`src/rtl/mac_acc_quant_pkg.sv`:
```
// mac_acc_quant_pkg: shared widths, saturation limits and FSM state type for mac_acc_quant
package mac_acc_quant_pkg;
    localparam int PSUM_W  = 24;
    localparam int ACC_W   = 32;
    localparam int OUT_W   = 4;
    localparam int SHIFT_W = 5;
    localparam logic signed [ACC_W-1:0] ACC_MAX = {1'b0, {(ACC_W-1){1'b1}}};
    localparam logic signed [ACC_W-1:0] ACC_MIN = {1'b1, {(ACC_W-1){1'b0}}};
    localparam logic [OUT_W-1:0] OUT_MAX = '1;
    typedef enum logic [1:0] {IDLE, ACCUM, QUANT, OUT} state_t;
endpackage

```
`src/rtl/mac_acc_quant_sat_add.sv`:
```
// mac_acc_quant_sat_add: signed saturating adder with overflow flag
// Ports: a, b (signed W-bit operands), y (clamped signed sum), ovf (sum was clamped)
module mac_acc_quant_sat_add
    import mac_acc_quant_pkg::*;
#(
    parameter int W = ACC_W
) (
    input  logic signed [W-1:0] a,
    input  logic signed [W-1:0] b,
    output logic signed [W-1:0] y,
    output logic                ovf
);
    logic signed [W:0] s;
    always_comb begin
        s   = {a[W-1], a} + {b[W-1], b};
        ovf = s[W] != s[W-1];
        y   = ovf ? {s[W], {(W-1){~s[W]}}} : s[W-1:0];
    end
endmodule

```
`src/rtl/mac_acc_quant.sv`:
```
// mac_acc_quant: accumulate MAC partial sums per group, add bias, shift, ReLU and saturate to OUT_W bits
// Ports: clk, rstn (async active-low); psum_valid/psum_ready/psum_data/psum_last input stream;
//        cfg_bias/cfg_shift sampled on a group's first beat; out_valid/out_ready/out_data result;
//        acc_ovf sticky accumulator-saturation flag for the current group.
// Build option: MAC_ACC_QUANT_ROUND_EN selects round-half-up instead of floor before the shift.
module mac_acc_quant
    import mac_acc_quant_pkg::*;
(
    input  logic                      clk,
    input  logic                      rstn,
    input  logic                      psum_valid,
    output logic                      psum_ready,
    input  logic signed [PSUM_W-1:0]  psum_data,
    input  logic                      psum_last,
    input  logic signed [ACC_W-1:0]   cfg_bias,
    input  logic [SHIFT_W-1:0]        cfg_shift,
    output logic                      out_valid,
    input  logic                      out_ready,
    output logic [OUT_W-1:0]          out_data,
    output logic                      acc_ovf
);
    state_t st;
    logic signed [ACC_W-1:0] acc, bias_q, pext, acc_sum, t, tr, r;
    logic [SHIFT_W-1:0] shift_q;
    logic acc_sat, bias_ovf_unused;
    logic [OUT_W-1:0] q;

    assign pext       = {{(ACC_W-PSUM_W){psum_data[PSUM_W-1]}}, psum_data};
    assign psum_ready = (st == IDLE) || (st == ACCUM);

    mac_acc_quant_sat_add #(.W(ACC_W)) u_acc (.a(acc), .b(pext), .y(acc_sum), .ovf(acc_sat));
    mac_acc_quant_sat_add #(.W(ACC_W)) u_bias (.a(acc), .b(bias_q), .y(t), .ovf(bias_ovf_unused));

`ifdef MAC_ACC_QUANT_ROUND_EN
    logic signed [ACC_W-1:0] rnd;
    logic rnd_ovf_unused;
    assign rnd = (shift_q == '0) ? '0 : ACC_W'(1) << (shift_q - 1'b1);
    mac_acc_quant_sat_add #(.W(ACC_W)) u_rnd (.a(t), .b(rnd), .y(tr), .ovf(rnd_ovf_unused));
`else
    assign tr = t;
`endif

    // a negative r clamps to 0; any set bit above the output field clamps to OUT_MAX
    always_comb begin
        r = tr >>> shift_q;
        q = r[ACC_W-1] ? '0 : (|r[ACC_W-2:OUT_W]) ? OUT_MAX : r[OUT_W-1:0];
    end

    always_ff @(posedge clk or negedge rstn) begin
        if (!rstn) begin
            st        <= IDLE;
            acc       <= '0;
            bias_q    <= '0;
            shift_q   <= '0;
            out_valid <= 1'b0;
            out_data  <= '0;
            acc_ovf   <= 1'b0;
        end else begin
            case (st)
                IDLE: if (psum_valid) begin
                    acc     <= pext;
                    bias_q  <= cfg_bias;
                    shift_q <= cfg_shift;
                    acc_ovf <= 1'b0;
                    st      <= psum_last ? QUANT : ACCUM;
                end
                ACCUM: if (psum_valid) begin
                    acc     <= acc_sum;
                    acc_ovf <= acc_ovf | acc_sat;
                    st      <= psum_last ? QUANT : ACCUM;
                end
                QUANT: begin
                    out_data  <= q;
                    out_valid <= 1'b1;
                    st        <= OUT;
                end
                OUT: if (out_ready) begin
                    out_valid <= 1'b0;
                    acc       <= '0;
                    st        <= IDLE;
                end
                default: st <= IDLE;
            endcase
        end
    end
endmodule
```
`config.mk`:
```
export PLATFORM = sky130hd
export DESIGN_NAME = mac_acc_quant
export DESIGN_NICKNAME = d
export VERILOG_FILES = /design/src/rtl/mac_acc_quant_pkg.sv /design/src/rtl/mac_acc_quant_sat_add.sv /design/src/rtl/mac_acc_quant.sv
export SDC_FILE = /design/constraint.sdc
export NUM_CORES = 1
export LEC_CHECK = 0
export ABC_AREA = 1
export BUFFER_PORTS_ARGS = -buffer_cell sky130_fd_sc_hd__buf_2
export CAP_MARGIN = 20
export CORE_ASPECT_RATIO = 0.5
export CORE_MARGIN = 2
export CORE_UTILIZATION = 55
export CTS_BUF_LIST = sky130_fd_sc_hd__clkbuf_4
export DETAILED_ROUTE_END_ITERATION = 8
export PLACE_DENSITY = 0.85
export SLEW_MARGIN = 30
export SYNTH_ARGS = -nofsm -noshare
export SYNTH_HDL_FRONTEND = slang
export SYNTH_HIERARCHICAL = 1
export SYNTH_SLANG_ARGS = --single-unit
```
`constraint.sdc`:
```
create_clock -name clk -period 3.9 [get_ports clk]
set_input_delay 0 -clock clk [delete_from_list [all_inputs] [get_ports clk]]
set_output_delay 0 -clock clk [all_outputs]
set_load 0.02 [all_outputs]
```
After elaboration in Yosys (flattened, before gate mapping)
Index checks and enable logic that the tools add are counted.

Output and inout port bits: 7. Register bits after elaboration: 77.

Shift operators: 1. Equality and inequality tests: 9. Reduce and logical (&&, ||, !) cells: 12. Mux-type cells: 17. Add/subtract/negate cells: 2. Bitwise logic cells: 3.

Operators by type and width (count): 2-to-1 mux 32 bit (5); case mux 32 bit (3 select lines) (1); adder 32 x 24 -> 33 bit (1); adder 32 x 32 -> 33 bit (1); >>> shifter 32 x 5 -> 32 bit (1); OR reduction 27 bit (1); 2-to-1 mux 4 bit (2); 2-to-1 mux 2 bit (3); != test 2 bit, second input constant (3); case mux 2 bit (3 select lines) (1); AND reduction 2 bit (3); == test 2 bit, second input constant (2); case mux 1 bit (2 select lines) (2); AND reduction 4 bit (1); nonzero test 2 bit (2); 2-to-1 mux 1 bit (3); AND reduction 3 bit (1); nonzero test 3 bit (1); == test 2 x 1 -> 1 bit, second input constant (1); zero test 2 bit (1); != test 1 bit (2); != test 2 x 1 -> 1 bit, second input constant (1); inverter 1 bit (2); OR reduction 2 bit (1); 2 further kinds (2).

Depth between registers and ports, before layout
Depth after elaboration: 7. Gate-level depth with buffers: 31.

Cells and area by module
Netlist, hierarchy kept.

Modules (own cells, without submodules): mac_acc_quant (cells an instance 682, area each 4540.6 um2, seq. area each 1926.8 um2, times used 1); mac_acc_quant_sat_add (u_acc) (cells an instance 493, area each 2761.4 um2, seq. area each 0.0 um2, times used 1); mac_acc_quant_sat_add (u_bias) (cells an instance 492, area each 2546.2 um2, seq. area each 0.0 um2, times used 1).

Worst setup path after synthesis
Ideal clock, no wire load.

Kind: register to register. From: register acc[0]. To: register out_data[0]. Library setup time: 0.117 ns. Data required time: 3.783 ns. Path slack: 0.755 ns. Data arrival time: 3.028 ns. Clock period less this slack: 3.145 ns. Stages on the path, launching flop included: 29. Cells stage by stage: dfrtp_1 > ha_1 > fa_1 > nand2_1 > nand2_1 > nand3_1 > nand2_2 > nand2_1 > nand2_2 > nand2_2 > nand3_1 > nand2_2 > nand3_4 > buf_6 > nand2_1 > nand2_1 > nand2_1 > nand3_1 > and2_1 > nor2_1 > nor2_1 > nor2_1 > nand2_1 > nor2_1 > nand2_1 > nand2_1 > nand3_1 > nand2_1 > nand2_1.

Cells in the longest elaborated chain, start to end: 7. Elaborated cells on any way between the ends: 8. Those cells by class: add/sub (1); eq/ne (1); shift (1); mux (3); bitwise (1); reduce/logical (1).

RTL lines: start: declaration (RTL line mac_acc_quant.sv:23) `logic signed [ACC_W-1:0] acc, bias_q, pext, acc_sum, t, tr, r;`; start signal: assignment (RTL line mac_acc_quant.sv:61) `acc <= pext;`; start signal: assignment (RTL line mac_acc_quant.sv:68) `acc <= acc_sum;`; adder 32 x 32 -> 33 bit * (RTL line mac_acc_quant_sat_add.sv:15) `s = {a[W-1], a} + {b[W-1], b};`; != test 1 bit (RTL line mac_acc_quant_sat_add.sv:16) `ovf = s[W] != s[W-1];`; 2-to-1 mux 32 bit * (RTL line mac_acc_quant_sat_add.sv:17) `y = ovf ? {s[W], {(W-1){~s[W]}}} : s[W-1:0];`; net t[31] (RTL line mac_acc_quant.sv:23); >>> shifter 32 x 5 -> 32 bit * (RTL line mac_acc_quant.sv:45) `r = tr >>> shift_q;`; OR reduction 27 bit (RTL line mac_acc_quant.sv:46) `q = r[ACC_W-1] ? '0 : (|r[ACC_W-2:OUT_W]) ? OUT_MAX : r[OUT_W-1:0];`; 2-to-1 mux 4 bit (RTL line mac_acc_quant.sv:46); 2-to-1 mux 4 bit * (RTL line mac_acc_quant.sv:46); end signal: assignment (RTL line mac_acc_quant.sv:73) `out_data <= q;`; end: declaration (RTL line mac_acc_quant.sv:19) `output logic [OUT_W-1:0] out_data,`.

Mark *: on every way through the listed nets, which the timed path passes. The rest lies on a longest branch. A chain may end at the register's enable or synchronous reset.

Worst setup path in the final report
From: register acc[14]. To: register out_data[0].

Cells in the longest elaborated chain, start to end: 7. Elaborated cells on any way between the ends: 8. Those cells by class: add/sub (1); eq/ne (1); shift (1); mux (3); bitwise (1); reduce/logical (1).

RTL lines (RTL line): adder 32 x 32 -> 33 bit * (mac_acc_quant_sat_add.sv:15); != test 1 bit or inverter 1 bit (tied branches) (mac_acc_quant_sat_add.sv:16, mac_acc_quant_sat_add.sv:17); 2-to-1 mux 32 bit * (mac_acc_quant_sat_add.sv:17); net t[29] (mac_acc_quant.sv:23); >>> shifter 32 x 5 -> 32 bit * (mac_acc_quant.sv:45); OR reduction 27 bit (mac_acc_quant.sv:46); 2-to-1 mux 4 bit (mac_acc_quant.sv:46); 2-to-1 mux 4 bit * (mac_acc_quant.sv:46).

Marked as above.

==> impl_metrics.ini <==
[layout]
nFillCells = 1550
syn2layout_area_growth_pct = 14.25
nNetsFinal = 1908
layout-drive-gt1-share = 0.1438
multi_input_area_um2 = 7194
seqCellArea_um2 = 1931

[timing]
drv_slew = 0
fin_tns_setup_ns = 0
final_hold_viol_count = 0
min_period_ns = 3.649
setup_viol = 0
period_share = 0.9356
maxSlewHeadroom = 0.4584
skew_ns = 0.03159
worstMarginPinSlew_ns = 0.8123
max_freq_mhz = 274.0

[placement]
hpwlAfterDp_mm = 20.74
portBuffers = 72
place.gp.congestion = 0.9710

[outcome]
status = complete, no violations

[global_route]
overflow = 0
antenna_found_initial = 1
grt_pass1_wl_mm = 48.47
grt_max_degree = 78
grt_usage = 0.3076
grt_pass1_vias = 10090

[cts]
cts_sinks = 77
root_buffer = clkbuf_4
h-tree-depth = 3
clkLatencyLatePin_ns = 0.46
cts_buffers = 9
path_clk_slew_ns = 0.16
clockBufferDepth = 2
cts_tree = built

[yosys]
syn_nets = 1798
syn_inst = 1666
syn_area_um2 = 9844
ys_warn_count = 6
synth.avg_cell_area_um2 = 5.909

[detailed_routing]
ant_nets = 0
wl_mm = 29.72
vias = 11060
first_pass_iters = 9
post-route-drc-count = 0
drtIter0Drc = 1216
vias_per_cell = 5.489
routedWlPerCell_um = 14.75

[job]
max_cap_viol_count = 0

[critical_path]
slowest_delay_ns = 0.46
critPathSlowestCell = dfrtp_1
critPathRequiredTime_ns = 4.26
path_class = flop to flop
crit_top_cell = nand2_1
crit_path_end_kind = flop
critPathLaunchType = flop
cp_max_fo = 5
worstPathArrival_ns = 4.01

[floorplan]
dieArea_um2 = 19050
io_pins = 73
rows = 34
die_x_um = 193.2
initial_core_util = 0.5644
core_um2 = 17440
die_h_um = 98.60

[hold_path]
min_path_type = input port to async pin
-- worst max-delay path, delay by kind of cell, from the launching register on --
kind,cells,cell delay [ns]
DFF,1,0.46
AOI/OAI and AO/OA,3,0.52
and+or+nand+nor,21,2.04
adders and majority gates,1,0.36
buffers and inverters,1,0.15
-- final timing paths --
kind	from	endpoint	slack (ns)	cells past startpoint
max in group asynchronous	rstn	acc[22]	3.27	2
hold / removal	rstn	bias_q[12]	0.11	2
setup reg to reg	acc[14]	out_data[0]	0.25	26
setup / recovery	acc[14]	out_data[0]	0.25	26
min in group clk	psum_data[23]	acc[25]	0.16	3
hold reg to reg	out_data[3]	out_data[3]	0.49	2
-- what timing repair did --
| item | CTS | global route |
|---|---|---|
| gates resized for setup | 0 | 29 |
| endpoints found under the hold margin | 141 | 0 |
| setup buffers | 0 | 6 |
| setup endpoints to repair | 0 | 4 |
| hold buffers | 65 | 0 |
-- per-layer routing --
layer / track usage / up-vias / part of all wire
met4: 0.1116 / 0 / 0.035
li1: - / 5562 / -
met1: 0.4284 / 4886 / 0.46
met2: 0.4970 / 519 / 0.43
met3: 0.03457 / 93 / 0.074
met5: 0 / - / 0
-- cells in the final DEF, fill, tap and decap left out, types with 3 or more instances in the layout --
cell and n:
a31oi_1 32, xor2_1 29, o21bai_1 15, nor3_1 5
o21ai_2 16, nor2_4 3, nor2_1 141, nand3b_1 16
nand3_2 4, a21oi_2 10, dfrtp_2 3, ha_4 4
nand2_4 6, ha_2 8, clkinv_1 4, a21oi_1 62
o21ai_1 6, buf_2 71, nand2_2 71, o211ai_1 5
o21ai_0 27, inv_2 10, nor2_2 8, clkbuf_4 9
dlygate4sd3_1 65, inv_1 132, ha_1 52, nand2_8 3
dfrtp_1 74, buf_4 14, nand2_1 676, xnor2_1 9
nand3_1 165, nand3_4 3
-- registers in the layout, summed over array words and instances (netlist names) --
name / flops
acc: 32
bias_q: 32
shift_q: 5
out_data: 4
st: 2
acc_ovf: 1
out_valid: 1
-- stage by stage --
step / worst slack [ns] / instances / hold WS [ns] / util / instance area [um^2]
after floorplan: 0.7574 / 1666 / -0.2956 / - / 9844
after detailed placement: 0.2741 / 1927 / 0.2050 / 0.5878 / 10250
final: 0.2510 / 2015 / 0.1060 / 0.6448 / 11250
after global routing: -0.06448 / 2015 / 0.1779 / 0.6448 / 11250
after global placement: 0.3638 / 1927 / 0.2007 / 0.5878 / 10250
after CTS: 0.2685 / 2007 / 0.1471 / 0.6341 / 11060
-- final cells by class --
type	instances	area share
well taps	234	0.02603
inverters	146	0.04873
multi-input cells	1391	0.6397
clock buffers	9	0.006007
clock inverters	6	0.007899
repair buffers	151	0.09979
flip-flops and latches	77	0.1717
diodes	1	0.0002225
Power is not shown: default switching activity piles up to over one toggle a cycle in this logic, so the estimate is an artifact.
